<file path="src/rtl/riscp_pkg.sv">
// Shared definitions for the RISC pipeline: datapath defaults, condition-code
// register layout and its type.
package riscp_pkg;

    localparam int unsigned DEF_DATA_W  = 16;
    localparam int unsigned DEF_RADDR_W = 3;

    // Condition-code bit positions
    localparam int unsigned Z_IDX = 0;
    localparam int unsigned N_IDX = 1;
    localparam int unsigned C_IDX = 2;

    localparam int unsigned CCR_W = 3;

    typedef logic [CCR_W-1:0] ccr_t;

endpackage

</file>
<file path="src/rtl/ex_mem_stage_ccr_reg.sv">
// Architectural condition-code register with per-flag write mask and forced
// carry set/clear. With CCR_SAVE_EN defined, a shadow copy supports interrupt
// save/restore.
// Ports:
//   clk, rst                  clock, synchronous active-high reset
//   ex_valid, stall, flush    qualify the ALU update
//   alu_ccr, ccr_we           ALU flags and per-flag update mask
//   setc, clrc                force carry to 1 / 0 (clrc wins)
//   int_save, int_restore     shadow save/restore strobes (CCR_SAVE_EN only)
//   ccr                       current condition codes
// Macro: CCR_SAVE_EN enables the saved_ccr shadow register.
module ccr_reg
    import riscp_pkg::*;
(
    input  logic clk,
    input  logic rst,
    input  logic ex_valid,
    input  logic stall,
    input  logic flush,
    input  ccr_t alu_ccr,
    input  ccr_t ccr_we,
    input  logic setc,
    input  logic clrc,
    input  logic int_save,
    input  logic int_restore,
    output ccr_t ccr
);

    logic upd;
    ccr_t ccr_alu_next;

    assign upd = ex_valid & ~stall & ~flush;

    // Masked ALU update with carry override
    always_comb begin
        ccr_alu_next = ccr;
        for (int i = 0; i < int'(CCR_W); i++) begin
            if (upd && ccr_we[i]) begin
                ccr_alu_next[i] = alu_ccr[i];
            end
        end
        if (upd) begin
            if (clrc) begin
                ccr_alu_next[C_IDX] = 1'b0;
            end else if (setc) begin
                ccr_alu_next[C_IDX] = 1'b1;
            end
        end
    end

`ifdef CCR_SAVE_EN
    ccr_t saved_ccr;

    // Restore beats the ALU update and acts through stalls; flush blocks both strobes
    always_ff @(posedge clk) begin
        if (rst) begin
            ccr       <= '0;
            saved_ccr <= '0;
        end else begin
            if (!flush && int_restore) begin
                ccr <= saved_ccr;
            end else begin
                ccr <= ccr_alu_next;
            end
            if (!flush && int_save && !int_restore) begin
                saved_ccr <= ccr;
            end
        end
    end
`else
    // Strobes are kept on the interface but have no effect in this build
    logic unused_int_strobes;
    assign unused_int_strobes = int_save | int_restore;

    always_ff @(posedge clk) begin
        if (rst) begin
            ccr <= '0;
        end else begin
            ccr <= ccr_alu_next;
        end
    end
`endif

endmodule

</file>
<file path="src/rtl/ex_mem_stage.sv">
// EX/MEM pipeline register: carries the ALU result, destination and memory
// control one cycle forward, owns the condition-code register and exposes
// a forwarding path from the registered result.
// Ports:
//   clk, rst                         clock, synchronous active-high reset
//   ex_valid, stall, flush           capture control (rst > flush > stall)
//   alu_out, alu_ccr, ccr_we         ALU result, flags, flag update mask
//   setc, clrc                       carry force
//   ex_rd, ex_wb_en, ex_mem_rd,
//   ex_mem_wr, ex_store_data         fields carried forward
//   int_save, int_restore            CCR shadow strobes (CCR_SAVE_EN only)
//   mem_*                            registered stage outputs
//   ccr                              condition-code register
//   fwd_valid, fwd_data              forwarding taps from the stage registers
// Macro: CCR_SAVE_EN enables interrupt save/restore of the CCR.
module ex_mem_stage
    import riscp_pkg::*;
#(
    parameter int unsigned DATA_W  = DEF_DATA_W,
    parameter int unsigned RADDR_W = DEF_RADDR_W
) (
    input  logic               clk,
    input  logic               rst,
    input  logic               ex_valid,
    input  logic               stall,
    input  logic               flush,
    input  logic [DATA_W-1:0]  alu_out,
    input  logic [2:0]         alu_ccr,
    input  logic [2:0]         ccr_we,
    input  logic               setc,
    input  logic               clrc,
    input  logic [RADDR_W-1:0] ex_rd,
    input  logic               ex_wb_en,
    input  logic               ex_mem_rd,
    input  logic               ex_mem_wr,
    input  logic [DATA_W-1:0]  ex_store_data,
    input  logic               int_save,
    input  logic               int_restore,
    output logic               mem_valid,
    output logic [DATA_W-1:0]  mem_alu_out,
    output logic [RADDR_W-1:0] mem_rd,
    output logic               mem_wb_en,
    output logic               mem_mem_rd,
    output logic               mem_mem_wr,
    output logic [DATA_W-1:0]  mem_store_data,
    output logic [2:0]         ccr,
    output logic               fwd_valid,
    output logic [DATA_W-1:0]  fwd_data
);

    // Pipeline register; flush kills control but leaves data fields in place
    always_ff @(posedge clk) begin
        if (rst) begin
            mem_valid      <= 1'b0;
            mem_alu_out    <= '0;
            mem_rd         <= '0;
            mem_wb_en      <= 1'b0;
            mem_mem_rd     <= 1'b0;
            mem_mem_wr     <= 1'b0;
            mem_store_data <= '0;
        end else if (flush) begin
            mem_valid  <= 1'b0;
            mem_wb_en  <= 1'b0;
            mem_mem_rd <= 1'b0;
            mem_mem_wr <= 1'b0;
        end else if (!stall) begin
            mem_valid      <= ex_valid;
            mem_alu_out    <= alu_out;
            mem_rd         <= ex_rd;
            mem_wb_en      <= ex_wb_en;
            mem_mem_rd     <= ex_mem_rd;
            mem_mem_wr     <= ex_mem_wr;
            mem_store_data <= ex_store_data;
        end
    end

    assign fwd_valid = mem_valid & mem_wb_en;
    assign fwd_data  = mem_alu_out;

    ccr_reg u_ccr_reg (
        .clk         (clk),
        .rst         (rst),
        .ex_valid    (ex_valid),
        .stall       (stall),
        .flush       (flush),
        .alu_ccr     (alu_ccr),
        .ccr_we      (ccr_we),
        .setc        (setc),
        .clrc        (clrc),
        .int_save    (int_save),
        .int_restore (int_restore),
        .ccr         (ccr)
    );

endmodule
</file>
<file path="config.mk">
export PLATFORM = sky130hd
export DESIGN_NAME = ex_mem_stage
export DESIGN_NICKNAME = d
export VERILOG_FILES = /design/src/rtl/riscp_pkg.sv /design/src/rtl/ex_mem_stage_ccr_reg.sv /design/src/rtl/ex_mem_stage.sv
export SDC_FILE = /design/constraint.sdc
export NUM_CORES = 1
export LEC_CHECK = 0
export BUFFER_PORTS_ARGS = -buffer_cell sky130_fd_sc_hd__buf_2
export CAP_MARGIN = 20
export CELL_PAD_IN_SITES_DETAIL_PLACEMENT = 2
export CELL_PAD_IN_SITES_GLOBAL_PLACEMENT = 2
export CORE_ASPECT_RATIO = 0.8
export CORE_MARGIN = 1
export CORE_UTILIZATION = 20
export DETAILED_ROUTE_END_ITERATION = 7
export GPL_TIMING_DRIVEN = 0
export PLACE_DENSITY = 0.85
export SLEW_MARGIN = 20
export SYNTH_ARGS = -nofsm -noshare
export SYNTH_HDL_FRONTEND = slang
export SYNTH_SLANG_ARGS = --single-unit
</file>
<file path="constraint.sdc">
create_clock -name clk -period 1.6 [get_ports clk]
set_input_delay 0.4 -clock clk [delete_from_list [all_inputs] [get_ports clk]]
set_output_delay 0.4 -clock clk [all_outputs]
set_load 0.02 [all_outputs]
</file>
==> out/metrics.cfg, run 1 <==
[outcome]
status=complete, no violations

[synthesis]
ys_seq_area_share_pct=51.6
netlist_area_sq_um=1630
syn-num-nets=253
synth_warnings=0
yosys.area_share.adder_pct=0
ys_types=17
synth_top_area_share_pct=51.6
synth_seq_cells=42
synth_mux_area_share_pct=3.69
synthTopCellsByArea=dfxtp_1 52%, nand2_1 16%, a21oi_1 11%, buf_4 7.4%, mux2i_1 3.7%
netlist_instances=200
synth-xor-area-share_pct=0
syn_area_per_cell_sq_um=8.15
synth-compound-area-share_pct=11.7
synth_top_family_by_area=simple AND/OR/NAND/NOR gates
yosys.area_share.simple_pct=21.4
synth_top_area_cell=dfxtp_1

[worst_setup_path]
required_ns=1.20
arrival_ns=0.94
path_class=flip-flop to output pin
r2r_cells=2
r2r_slack_ns=0.95
critPathCaptureType=output pin
cp_max_fo=3
critPathCapture=fwd_valid
r2r-end=fwd_data[2]
crit_start=mem_valid
reg2reg_from=fwd_data[2]
startpoint_type=flip-flop

[pwr]
powerDensity_nw_per_um2=919
vdd_drop_max_mv=0.328
p_leak_uw=0.00119

[floorplanning]
die_area_sq_um=8510
ios=112
die_w_um=103
coreArea_sq_um=7910
die_h_um=82.7
placementRows=29
start_util_pct=20.6

[run]
maxCapViolations=0

[cts]
ctsLongestPathBuffers=2
cts_made_buffers=5
cts.sinks=42
cts_root_buf=clkbuf_8
clock_latency_ns=0.29
cts_max_level=2
cts_tree=yes
post_cts_resized=0
cts_setup_buffers=0
cts_hold_buf=0
clk_pin_slew_worst_paths_ns=0.08

[timing]
finalCritPeriodShare_pct=84.1
tns_ns=0
drv_slew=0
fmax_mhz=744
min_period_ns=1.34
setup_viol=0
relSlewSlack_pct=62.0
rsz0062_at_grt=no
finClkSkew_ns=0
worst_slew_pin_slew_ns=0.570
hold_viol_final=0

[hold_path]
min_path_type=primary input to flip-flop
min_from=alu_out[4]

[routing]
drc=0
wirelength_mm=5.41
drtPass1Iterations=2
drt_iter0_drc=12
vias_per_cell=4.12
postRouteAntennaNets=0
wl_per_cell_um=12.8
via_count=1737

[global_route]
use_met2_pct=23.6
grt_pass1_vias=1797
grt_max_degree=14
met1_usage_pct=13.5
grt_pass1_wl_mm=8.14
grt.overflow.total=0
antenna_found_initial=0
grtUsageMet3_pct=4.46
top_usage_layer=met2
grt_use_total_pct=12.6

[layout]
final_core_util_pct=30.2
final_common_cell=buf_2
nNetsFinal=366
fillCellCount=965
most-common-layout-cells=114 x buf_2, 70 x nand2_1, 42 x dfxtp_1, 37 x a21oi_1, 16 x buf_4
drive_above_1_share_pct=44.9
diodes=0
syn_to_final_growth_pct=46.7

[placed_design]
dp_hpwl_mm=4.34
gp_congestion=0.627
port_buffers=106

area by class of cell:
class,instances,area [sq um],share of cell area (%)
sequential,42,841,35.2
multi-input combinational,128,598,25.0
timing repair buffer,106,531,22.2
buffer,30,190,7.96
tap,108,135,5.65
clock buffer,6,82.6,3.46
clock inverter,2,12.5,0.524
synthesized netlist by cell type:
cell type and count:
a21oi_1 37, and2_1 1, and4bb_2 1, buf_2 8, buf_4 16, buf_6 1
clkbuf_1 5, dfxtp_1 42, mux2i_1 6, nand2_1 70, nor2_1 4, nor3_1 4
nor4bb_1 1, o21ai_0 1, or2_2 1, or3_1 1, or3b_1 1
how the worst min path moves through the flow:
stage | slack, ns | cells past startpoint | endpoint
floorplan | 0.53 | 2 | mem_rd[0]
global placement | 0.44 | 2 | mem_store_data[10]
detailed placement | 0.45 | 2 | mem_store_data[14]
CTS | 0.33 | 3 | fwd_data[4]
global route | 0.33 | 3 | mem_store_data[15]
finish | 0.34 | 3 | fwd_data[4]
layer usage:
layer  share of wire, %  vias up
li1                   -      855
met1                 41      811
met2                 50       67
met3                7.8        4
met4               0.50        0
met5                  0        -
power by group:
group	total, uW	internal, uW	switching (uW)
combinational	363	150	213
sequential	1120	1090	25.5
clock	718	347	370
per-stage QoR:
stage	area, sq um	hold slack, ns	setup WS (ns)	cells	total power (uW)
after detailed placement	2290	0.447	-0.0498	414	1510
after global placement	2290	0.439	-0.0401	414	1500
final	2390	0.341	0.255	422	2200
after floorplan	1630	0.533	0.200	200	1350
after CTS	2390	0.328	0.227	422	2260
after global routing	2390	0.335	0.105	422	2320
critical path: stages, from the launching register on:
cell     delay (ns)
dfxtp_1        0.37
and2_1         0.13
buf_2          0.16
logic make-up (layout without fill, tap and decap cells):
family | count (synthesis) | after routing
and+or+nand+nor | 84 | 84
DFF | 42 | 42
muxes | 6 | 6
AOI/OAI and AO/OA | 38 | 38
buffers and inverters | 30 | 144
Power figures use the tool's default switching activity.
==> inputs of run 2 (changes only) <==
- ABC_AREA: default -> 1
- CORE_UTILIZATION: 20 -> 21
- PLACE_DENSITY: 0.85 -> 0.87
- clock period: 1.6 -> 1.3 ns (I/O delays scaled with it)
==> run 2 against run 1 <==
Critical path depth is the same. Area after synthesis grew 6.3%. Power grew 38%. Global-route usage grew 0.58 points. Register-to-register slack lost 0.35 ns. Synthesized cell count grew 10%. Largest power group unchanged. Hold slack lost 0.12 ns. Clock-buffer cell count is the same. Routed wire length grew 3.1%. Via count grew 3.7%. Setup slack lost 0.22 ns. Clock power grew 45%.
==> out/metrics.cfg, run 2 <==
[timing]
rsz0062_at_grt=no
finClkSkew_ns=0  ; unchanged
relSlewSlack_pct=73.1  ; +11 points
setup_slack_ns=0.0400  ; -0.215 ns
min_period_ns=1.26
whs_ns=0.222  ; -0.119 ns
drv_slew=0  ; unchanged
setup_viol=0  ; unchanged
fmax_mhz=794
worst_slew_pin_slew_ns=0.403  ; -0.167 ns
hold_viol_final=0  ; unchanged
finalCritPeriodShare_pct=96.9

[worst_setup_path]
required_ns=0.98  ; -0.22 ns
arrival_ns=0.93  ; about the same
path_class=flip-flop to output pin
r2r_slack_ns=0.60  ; -0.35 ns
cp_max_fo=3  ; unchanged
critPathCaptureType=output pin
reg2reg_from=mem_store_data[14]
r2r_cells=2  ; unchanged
startpoint_type=flip-flop
r2r-end=mem_store_data[14]

[layout]
final_common_cell=buf_2
syn_to_final_growth_pct=46.2
fillCellCount=949  ; -1.7%
nNetsFinal=389  ; +6.3%
drive_above_1_share_pct=46.3  ; +1.4 points
regArea_sq_um=850  ; +1.0%
most-common-layout-cells=109 x buf_2, 66 x nor2_1, 35 x dfxtp_1, 29 x o21ai_0, 17 x nand2_1
diodes=0  ; unchanged
multi_input_area_sq_um=624  ; +4.4%

[synthesis]
synth_seq_cells=42  ; unchanged
netlist_area_sq_um=1730  ; +6.3%
synth_common_cells=66 x nor2_1, 42 x dfxtp_1, 29 x o21ai_0
synth_warnings=0  ; unchanged
netlist_instances=220  ; +10%
synth_top_area_share_pct=48.6  ; -3.1 points
ys_types=17  ; unchanged
syn_area_per_cell_sq_um=7.87  ; -3.4%
synth_ff_type=dfxtp_1
synthTopCellsByArea=dfxtp_1 49%, nor2_1 14%, o21ai_0 8.4%, buf_4 6.9%, nand2_1 3.7%
syn-num-nets=273  ; +7.9%
async_flop_share_pct=0  ; unchanged
ys_seq_area_share_pct=48.6  ; -3.1 points
yosysMostFrequentCell=nor2_1
synth_top_area_cell=dfxtp_1
synth-edff-count=0  ; unchanged

[cts]
cts_setup_buffers=0  ; unchanged
ctsLongestPathBuffers=2  ; unchanged
cts_root_buf=clkbuf_8
clk_pin_slew_worst_paths_ns=0.09  ; about the same
clock_latency_ns=0.29  ; about the same
cts_made_buffers=5  ; unchanged
cts_max_level=2  ; unchanged
cts_tree=yes
cts.sinks=42  ; unchanged

[global_route]
top_usage_layer=met2
grt_pass1_vias=1931  ; +7.5%
grtUsageMet3_pct=3.61  ; -0.85 points
grt_max_degree=14  ; unchanged
grt_use_total_pct=13.2  ; +0.58 points
use_met2_pct=23.9  ; +0.32 points
grt_pass1_wl_mm=9.16  ; +13%
antenna_found_initial=0  ; unchanged
met1_usage_pct=15.7  ; +2.1 points
grt.overflow.total=0  ; unchanged

[routing]
drtPass1Iterations=3  ; +1
drc=0  ; unchanged
wirelength_mm=5.58  ; +3.1%
via_count=1802  ; +3.7%
postRouteAntennaNets=0  ; unchanged
vias_per_cell=4.05  ; -1.6%
wl_per_cell_um=12.5  ; -2.2%
drt_iter0_drc=22  ; +10

[pwr]
p_leak_uw=0.00136  ; +14%
powerDensity_nw_per_um2=1200  ; +31%
vdd_drop_max_mv=0.417  ; +27%

[floorplanning]
start_util_pct=21.8  ; +1.2 points
die_w_um=104  ; +0.60%
die_area_sq_um=8620  ; +1.2%
placementRows=29  ; unchanged
ios=112  ; unchanged
die_h_um=83.2  ; +0.60%
coreArea_sq_um=7950  ; +0.46%

[hold_path]
min_from=rst
min_path_type=primary input to flip-flop
min_delay_path_depth=2  ; -1
whs_endpoint=u_ccr_reg.ccr[2]

[placed_design]
port_buffers=109  ; +2.8%
dp_worst_setup_slack_ns=-0.181  ; -0.131 ns
gp_congestion=0.658  ; +4.9%
dp_hpwl_mm=4.42  ; +1.8%

[run]
maxCapViolations=0  ; unchanged

[outcome]
status=complete, no violations

[run 2: cell types whose count changed after synthesis, sizes merged, moves of 2 or more]
cell,change
a21oi,-32
buf,-3
clkbuf,-2
inv,+15
mux2i,-6
nand2,-52
nand3,+3
nor2,+71
nor3,-4
o21ai,+35
[run 2: critical path, cell delays in order (launching register included)]
cell,delay [ns]
dfxtp_1,0.38
buf_4,0.12
buf_2,0.14
[run 2: per-stage QoR]
| stage | util, % | power, uW | instances | setup TNS [ns] | area, sq um |
|---|---|---|---|---|---|
| 3_5_place_dp | 30.4 | 2040 | 437 | -3.68 | 2410 |
| 6_report | 31.9 | 3040 | 445 | 0 | 2530 |
| 3_3_place_gp | 30.4 | 2010 | 437 | -2.69 | 2410 |
| 5_1_grt | 31.9 | 3220 | 445 | 0 | 2530 |
| 2_1_floorplan | - | 1780 | 220 | 0 | 1730 |
| 4_1_cts | 31.7 | 3110 | 445 | 0 | 2520 |
[run 2: layer usage]
layer,vias up,part of all wire (%)
li1,903,-
met1,834,43
met2,63,51
met3,2,5.8
met4,0,0.22
met5,-,0
[run 2: logic make-up (layout without fill, tap and decap cells)]
family	after synthesis	after routing	synth area share, %
AOI/OAI and AO/OA	41	41	11.8
DFF	42	42	48.6
and+or+nand+nor	97	97	24.2
buffers and inverters	40	157	15.4
[run 2: layout make-up]
cell class / instances / share of cell area (%)
Clock inverter: 2 / 1.48
Tap cell: 108 / 5.34
Clock buffer: 6 / 2.87
Inverter: 15 / 2.32
Buffer: 25 / 8.21
Multi-Input combinational cell: 138 / 24.7
Timing Repair Buffer: 109 / 21.6
Sequential cell: 42 / 33.6
[run 2: worst max path at each step]
stage            startpoint                  to  slack [ns]
5_1_grt        fwd_data[14]     mem_alu_out[14]      0.0008
3_5_place_dp            rst  mem_store_data[14]       -0.18
3_3_place_gp            rst        fwd_data[10]       -0.12
6_report        fwd_data[3]      mem_alu_out[3]        0.04
2_1_floorplan     mem_valid           fwd_valid        0.32
4_1_cts           mem_valid           fwd_valid        0.01
[run 2: timing repair]
action,4_1_cts,5_1_grt
setup endpoints to repair,0,7
gates resized for setup,0,8
hold buffers,0,0
endpoints found under the hold margin,0,0
[run 2: power breakdown]
| group | switching (uW) | leakage [uW] | total, uW | internal [uW] |
|---|---|---|---|---|
| logic | 344 | 0.000965 | 582 | 237 |
| clock network | 466 | 0.0000514 | 1040 | 574 |
| registers | 47.1 | 0.000349 | 1410 | 1370 |
| total | 858 | 0.00136 | 3040 | 2180 |
